==> src/rtl/gcm_pkg.sv <==
// Shared widths, block type and sequencer state encoding for the GCM key/stream feeder.
package gcm_pkg;

    localparam int unsigned GCM_BLK_BITS     = 128;
    localparam int unsigned AES_MAX_KEY_BITS = 256;

    typedef logic [GCM_BLK_BITS-1:0] gcm_blk_t;

    typedef enum logic [2:0] {
        IDLE,
        KEY0,
        KEY1,
        EXPAND,
        WAIT_EXP,
        STREAM
    } feed_state_t;

endpackage

==> src/rtl/gcm_blk_fifo.sv <==
// Small power-of-two FIFO of GCM blocks with synchronous flush.
module gcm_blk_fifo
    import gcm_pkg::*;
#(
    parameter int unsigned BLK_BITS = GCM_BLK_BITS,
    parameter int unsigned DEPTH    = 4
) (
    input  logic                       clk,
    input  logic                       reset,
    input  logic                       flush,
    input  logic                       push,
    input  logic                       pop,
    input  logic [BLK_BITS-1:0]        din,
    output logic [BLK_BITS-1:0]        dout,
    output logic                       full,
    output logic                       empty,
    output logic [$clog2(DEPTH):0]     count
);

    localparam int unsigned PTR_W = $clog2(DEPTH);
    localparam int unsigned CNT_W = PTR_W + 1;

    logic [BLK_BITS-1:0] mem [DEPTH];
    logic [PTR_W-1:0]    wr_ptr;
    logic [PTR_W-1:0]    rd_ptr;
    logic [CNT_W-1:0]    cnt_q;
    logic                push_ok;
    logic                pop_ok;

    assign full    = (cnt_q == CNT_W'(DEPTH));
    assign empty   = (cnt_q == '0);
    assign count   = cnt_q;
    assign dout    = mem[rd_ptr];
    assign pop_ok  = pop && !empty;
    // A push into a full FIFO is accepted only when a pop frees the slot on the same edge.
    assign push_ok = push && (!full || pop_ok);

    always_ff @(posedge clk) begin
        if (push_ok) begin
            mem[wr_ptr] <= din;
        end
    end

    always_ff @(posedge clk) begin
        if (reset || flush) begin
            wr_ptr <= '0;
            rd_ptr <= '0;
            cnt_q  <= '0;
        end else begin
            if (push_ok) begin
                wr_ptr <= wr_ptr + 1'b1;
            end
            if (pop_ok) begin
                rd_ptr <= rd_ptr + 1'b1;
            end
            case ({push_ok, pop_ok})
                2'b10:   cnt_q <= cnt_q + 1'b1;
                2'b01:   cnt_q <= cnt_q - 1'b1;
                default: cnt_q <= cnt_q;
            endcase
        end
    end

endmodule

==> src/rtl/gcm_key_feed_ctrl.sv <==
// Sequencer: loads a 128/256-bit key into aes_top, triggers expansion, then streams
// IV/AADLEN/AAD/data words to gcm through a small FIFO until gcm reports done.
module gcm_key_feed_ctrl
    import gcm_pkg::*;
#(
    parameter int unsigned BLK_BITS = GCM_BLK_BITS,
    parameter int unsigned KEY_BITS = AES_MAX_KEY_BITS,
    parameter int unsigned DEPTH    = 4
) (
    input  logic                clk,
    input  logic                reset,
    input  logic                key_mode,
    input  logic [BLK_BITS-1:0] s_blk,
    input  logic                s_valid,
    output logic                s_ready,
    output logic [KEY_BITS-1:0] aes_alg_key,
    output logic                aes_alg_en_key,
    output logic                aes128_mode,
    output logic                aes256_mode,
    input  logic                aes_alg_done,
    input  logic                aes_op_in_progress,
    output logic                key_expanded,
    output logic [BLK_BITS-1:0] gcm_in_blk,
    output logic                gcm_valid,
    input  logic                gcm_ready,
    input  logic                gcm_done,
    output logic                busy
);

    feed_state_t state;
    feed_state_t state_nxt;

    logic [KEY_BITS-1:0]     key_q;
    logic                    mode128_q;
    logic                    mode256_q;
    logic                    key_acc;
    logic                    fifo_push;
    logic                    fifo_pop;
    logic                    fifo_flush;
    logic                    fifo_full;
    logic                    fifo_empty;
    logic [$clog2(DEPTH):0]  fifo_count;
    logic [BLK_BITS-1:0]     fifo_dout;

    always_ff @(posedge clk) begin
        if (reset) begin
            state <= IDLE;
        end else begin
            state <= state_nxt;
        end
    end

    always_comb begin
        state_nxt = state;
        case (state)
            IDLE:     state_nxt = KEY0;
            KEY0:     if (key_acc) state_nxt = key_mode ? KEY1 : EXPAND;
            KEY1:     if (key_acc) state_nxt = EXPAND;
            EXPAND:   if (!aes_op_in_progress) state_nxt = WAIT_EXP;
            WAIT_EXP: if (aes_alg_done) state_nxt = STREAM;
            STREAM:   if (gcm_done) state_nxt = IDLE;
            default:  state_nxt = IDLE;
        endcase
    end

    always_comb begin
        s_ready        = 1'b0;
        aes_alg_en_key = 1'b0;
        key_expanded   = 1'b0;
        gcm_valid      = 1'b0;
        fifo_flush     = 1'b0;
        busy           = (state != IDLE);
        case (state)
            KEY0, KEY1: s_ready = 1'b1;
            // Pulse lasts one cycle because the state leaves EXPAND on the same edge.
            EXPAND:     aes_alg_en_key = !aes_op_in_progress;
            STREAM: begin
                s_ready      = !fifo_full;
                key_expanded = 1'b1;
                gcm_valid    = (fifo_count != '0);
                fifo_flush   = gcm_done;
            end
            default: ;
        endcase
    end

    assign key_acc   = s_valid && s_ready;
    assign fifo_push = key_acc && (state == STREAM);
    assign fifo_pop  = gcm_valid && gcm_ready;

    always_ff @(posedge clk) begin
        if (reset) begin
            key_q     <= '0;
            mode128_q <= 1'b0;
            mode256_q <= 1'b0;
        end else if (state == KEY0 && key_acc) begin
            key_q                            <= '0;
            key_q[KEY_BITS-1 -: BLK_BITS]    <= s_blk;
            mode128_q                        <= ~key_mode;
            mode256_q                        <= key_mode;
        end else if (state == KEY1 && key_acc) begin
            key_q[KEY_BITS-BLK_BITS-1 -: BLK_BITS] <= s_blk;
        end else if (fifo_flush) begin
            key_q     <= '0;
            mode128_q <= 1'b0;
            mode256_q <= 1'b0;
        end
    end

    assign aes_alg_key = key_q;
    assign aes128_mode = mode128_q;
    assign aes256_mode = mode256_q;
    // Head is masked when empty so a flushed or never-written slot is never visible.
    assign gcm_in_blk  = fifo_empty ? '0 : fifo_dout;

    gcm_blk_fifo #(
        .BLK_BITS (BLK_BITS),
        .DEPTH    (DEPTH)
    ) u_fifo (
        .clk   (clk),
        .reset (reset),
        .flush (fifo_flush),
        .push  (fifo_push),
        .pop   (fifo_pop),
        .din   (s_blk),
        .dout  (fifo_dout),
        .full  (fifo_full),
        .empty (fifo_empty),
        .count (fifo_count)
    );

endmodule

==> config.mk <==
export PLATFORM = sky130hd
export DESIGN_NAME = gcm_key_feed_ctrl
export DESIGN_NICKNAME = d
export VERILOG_FILES = /design/src/rtl/gcm_pkg.sv /design/src/rtl/gcm_blk_fifo.sv /design/src/rtl/gcm_key_feed_ctrl.sv
export SDC_FILE = /design/constraint.sdc
export NUM_CORES = 1
export LEC_CHECK = 0
export ABC_CLOCK_PERIOD_IN_PS = 5960
export BUFFER_PORTS_ARGS = -buffer_cell sky130_fd_sc_hd__buf_4
export CAP_MARGIN = 20
export CORE_ASPECT_RATIO = 0.75
export CORE_UTILIZATION = 56
export CTS_CLUSTER_SIZE = 20
export DETAILED_ROUTE_END_ITERATION = 6
export PLACE_DENSITY = 0.78
export SYNTH_ARGS = -nofsm -noshare
export SYNTH_HDL_FRONTEND = slang
export SYNTH_SLANG_ARGS = --single-unit
==> constraint.sdc <==
create_clock -name clk -period 5.96 [get_ports clk]
set_clock_uncertainty 0.1 [all_clocks]
set_input_delay 0.596 -clock clk [delete_from_list [all_inputs] [get_ports clk]]
set_output_delay 0.596 -clock clk [all_outputs]
set_load 0.02 [all_outputs]
==> results.toml <==
[run_status]
status = "finished clean"

[final_layout]
diodes = 0
fin_cells = 3277
finalInstanceArea_mm2 = 0.03642
layout-drive-gt1-share = 0.3508
layout.nets = 2657
fill_cells = 3399
area_growth_pct = 22.38

[floorplan]
start_util = 0.5725
fp.dieH_um = 201.6
core-area_mm2 = 0.05198
io-pin-count = 527
die_width_um = 268.2
dieArea_mm2 = 0.05407
fp-row-count = 72

[placement]
dpl.hpwl_mm = 46.45
placed_cells = 3141
dpl_cell_area_mm2 = 0.03407
post-place-ws_ns = 2.369
place.gp.congestion = 0.8175
portBuffers = 526

[critical_path]
r2r_slack_ns = 2.34
reg2reg_from = "state[0]"
startpoint_type = "flop"
worstReg2RegEnd = "aes_alg_key[35]"
reg2reg_depth = 4
cp-end-kind = "output pin"
critical_path_class = "reg2out"
arrival_ns = 3.10
path_max_fanout = 71
worst_ep_required_time_ns = 5.26

[routing]
met2_length_mm = 36.02
drtPass1Iterations = 6
ant_nets = 0
wl_met1_mm = 29.95
via_count = 19360
drt-initial-drc-count = 1772
drt-total-wl_mm = 75.46
wl_met3_mm = 6.960
top_layer = "met4"
route.detailed.drc = 0
via_per_inst = 5.906
drt-wirelength-per-cell_um = 23.03

[power]
leakage_nw = 12.47
ir_drop_mv = 0.2816
p_seq_frac = 0.533
comb_power_share = 0.060
p_sw_w = 0.002439
powerDensity_mw_per_mm2 = 302.6
p_int_w = 0.008581
p_sw_frac = 0.2213
p_clk_frac = 0.407

[logic_synthesis]
synth-xor-area-share = 0.0008830
netlist_top_cells_area = "edfxtp_1, dfxtp_1, mux4_2, nand2_1, a21oi_2"
synth-seq-cells = 782
synth_top_area_cell = "edfxtp_1"
asyncSetResetFlopFracSynth = 0
synthSimpleGateAreaFrac = 0.09065
synth_common_cells = "edfxtp_1, dfxtp_1, nand2_1"
synthAdderAreaFrac = 0.002775
syn_area_mm2 = 0.02976
yosysMostFrequentCell = "edfxtp_1"
yosysSeqAreaShare = 0.6983
synth_mux_area_frac = 0.09755
synth_nets = 2191
ys.flop_type = "edfxtp_1"
synth.distinct_cells = 43
syn_area_per_cell_um2 = 14.52
synth_top_family_by_area = "multiplexers"
synthCells = 2049
synth-compound-area-share = 0.08102
yosys_warnings = 0
synth-edff-count = 512
synth_top_area_share = 0.5167

[sta]
setup_violations = 0
setup_tns_ns = 0
slew_headroom = 0.2382
period_needed_ns = 3.796
finalCritPeriodShare = 0.6369
setup_slack_ns = 2.164
drv_slew = 0
hold_violations = 0
max_freq_mhz = 263.4
whs_ns = 0.1125
tightest_slew_ns = 1.143
grt_setup_unrepaired = "false"

[clocking]
cts_root_buffer = "clkbuf_16"
cts_tree = "yes"
ctsHtreeMaxLevel = 3
cts_resized = 0
clk_latency_ns = 0.59
numCtsBuffers = 73
hold_buffers = 0
cts_setup_buffers = 0
clk_pin_slew_worst_paths_ns = 0.06
cts_sinks = 782
clockBufferDepth = 3

[run]
cap_violations = 0

[hold_path]
hold_path_depth = 1
hold_path_end = "u_fifo.mem[0][114]"
hp-class = "in2reg"
hold_start = "s_blk[114]"

[global_routing]
grt_pass1_vias = 19430
grt_antenna_before_repair = 2
grt_pass1_wl_mm = 113.4
grt_use_total = 0.2787
grt_overflow = 0
grt_max_degree = 89
==> critical path, stage by stage (launching register included) <==
cell and delay [ns]:
dfxtp_4 0.90, buf_12 0.54, mux4_2 0.60, nor2b_1 0.17, buf_4 0.21
==> kinds of logic after synthesis <==
kind of cell | count (synthesis)
compound gates | 405
xor+xnor | 3
fa+ha+maj | 6
buf+inv | 169
flops | 782
mux | 130
simple gates | 554
==> through the flow <==
stage                     utilization  total power [W]
after floorplan                     -         0.006308
after global placement         0.6555         0.006612
after detailed placement       0.6555         0.006639
after CTS                      0.6997          0.01106
after global routing           0.7006          0.01132
final                          0.7006          0.01102
==> power groups by stage <==
stage	clock network, W	logic [W]	registers (W)
2_1_floorplan	0	0.000244	0.00606
3_3_place_gp	0	0.000626	0.00599
3_5_place_dp	0	0.000649	0.00599
4_1_cts	0.00453	0.000650	0.00587
5_1_grt	0.00474	0.000698	0.00588
6_report	0.00449	0.000657	0.00588
==> final cells by class <==
class,count,area [um^2],share of cell area
sequential,782,20790,0.5708
clock buffer,105,2081,0.05714
clock inverter,29,214.0,0.005875
timing repair buffer,550,4224,0.1160
multi-input combinational,1098,8193,0.2250
tap,703,879.6,0.02415
inverter,10,37.54,0.001031
==> how the worst max path moves through the flow <==
stage	start	endpoint	slack (ns)
2_1_floorplan	state[2]	u_fifo.mem[0][0]	1.39
3_3_place_gp	s_valid	aes_alg_key[33]	2.45
3_5_place_dp	s_valid	aes_alg_key[37]	2.37
4_1_cts	flop	gcm_in_blk[27]	2.04
5_1_grt	flop	gcm_in_blk[13]	1.91
6_report	flop	gcm_in_blk[27]	2.16
==> registers in the layout, indices dropped and copies added (netlist names), named ones only <==
name / flops
aes128_mode: 1
aes256_mode: 1
u_fifo.rd_ptr: 2
u_fifo.wr_ptr: 2
aes_alg_key: 256
state: 3
u_fifo.mem: 512
u_fifo.count: 3
==> placed cells by master, fill, tap and decap left out, types with 4 or more instances in the layout <==
| cell type | count |
|---|---|
| buf_4 | 543 |
| edfxtp_1 | 512 |
| dfxtp_1 | 268 |
| nand2_1 | 259 |
| a21oi_1 | 167 |
| o21ai_0 | 134 |
| nand3_1 | 130 |
| nor2b_1 | 129 |
| mux4_2 | 128 |
| a21oi_2 | 100 |
| clkbuf_16 | 76 |
| clkbuf_1 | 22 |
| clkinv_2 | 15 |
| inv_1 | 10 |
| clkbuf_8 | 7 |
| nor2_1 | 6 |
| clkinv_1 | 6 |
| buf_12 | 6 |
| ha_1 | 5 |
| or3b_2 | 4 |
| and3_4 | 4 |
==> metal layers <==
layer	vias to the layer above	track usage
met5	-	0
met1	9768	0.3743
met4	0	0.1043
li1	8498	-
met2	939	0.4449
met3	150	0.06462
No activity file was read; power rests on OpenSTA's default activity.
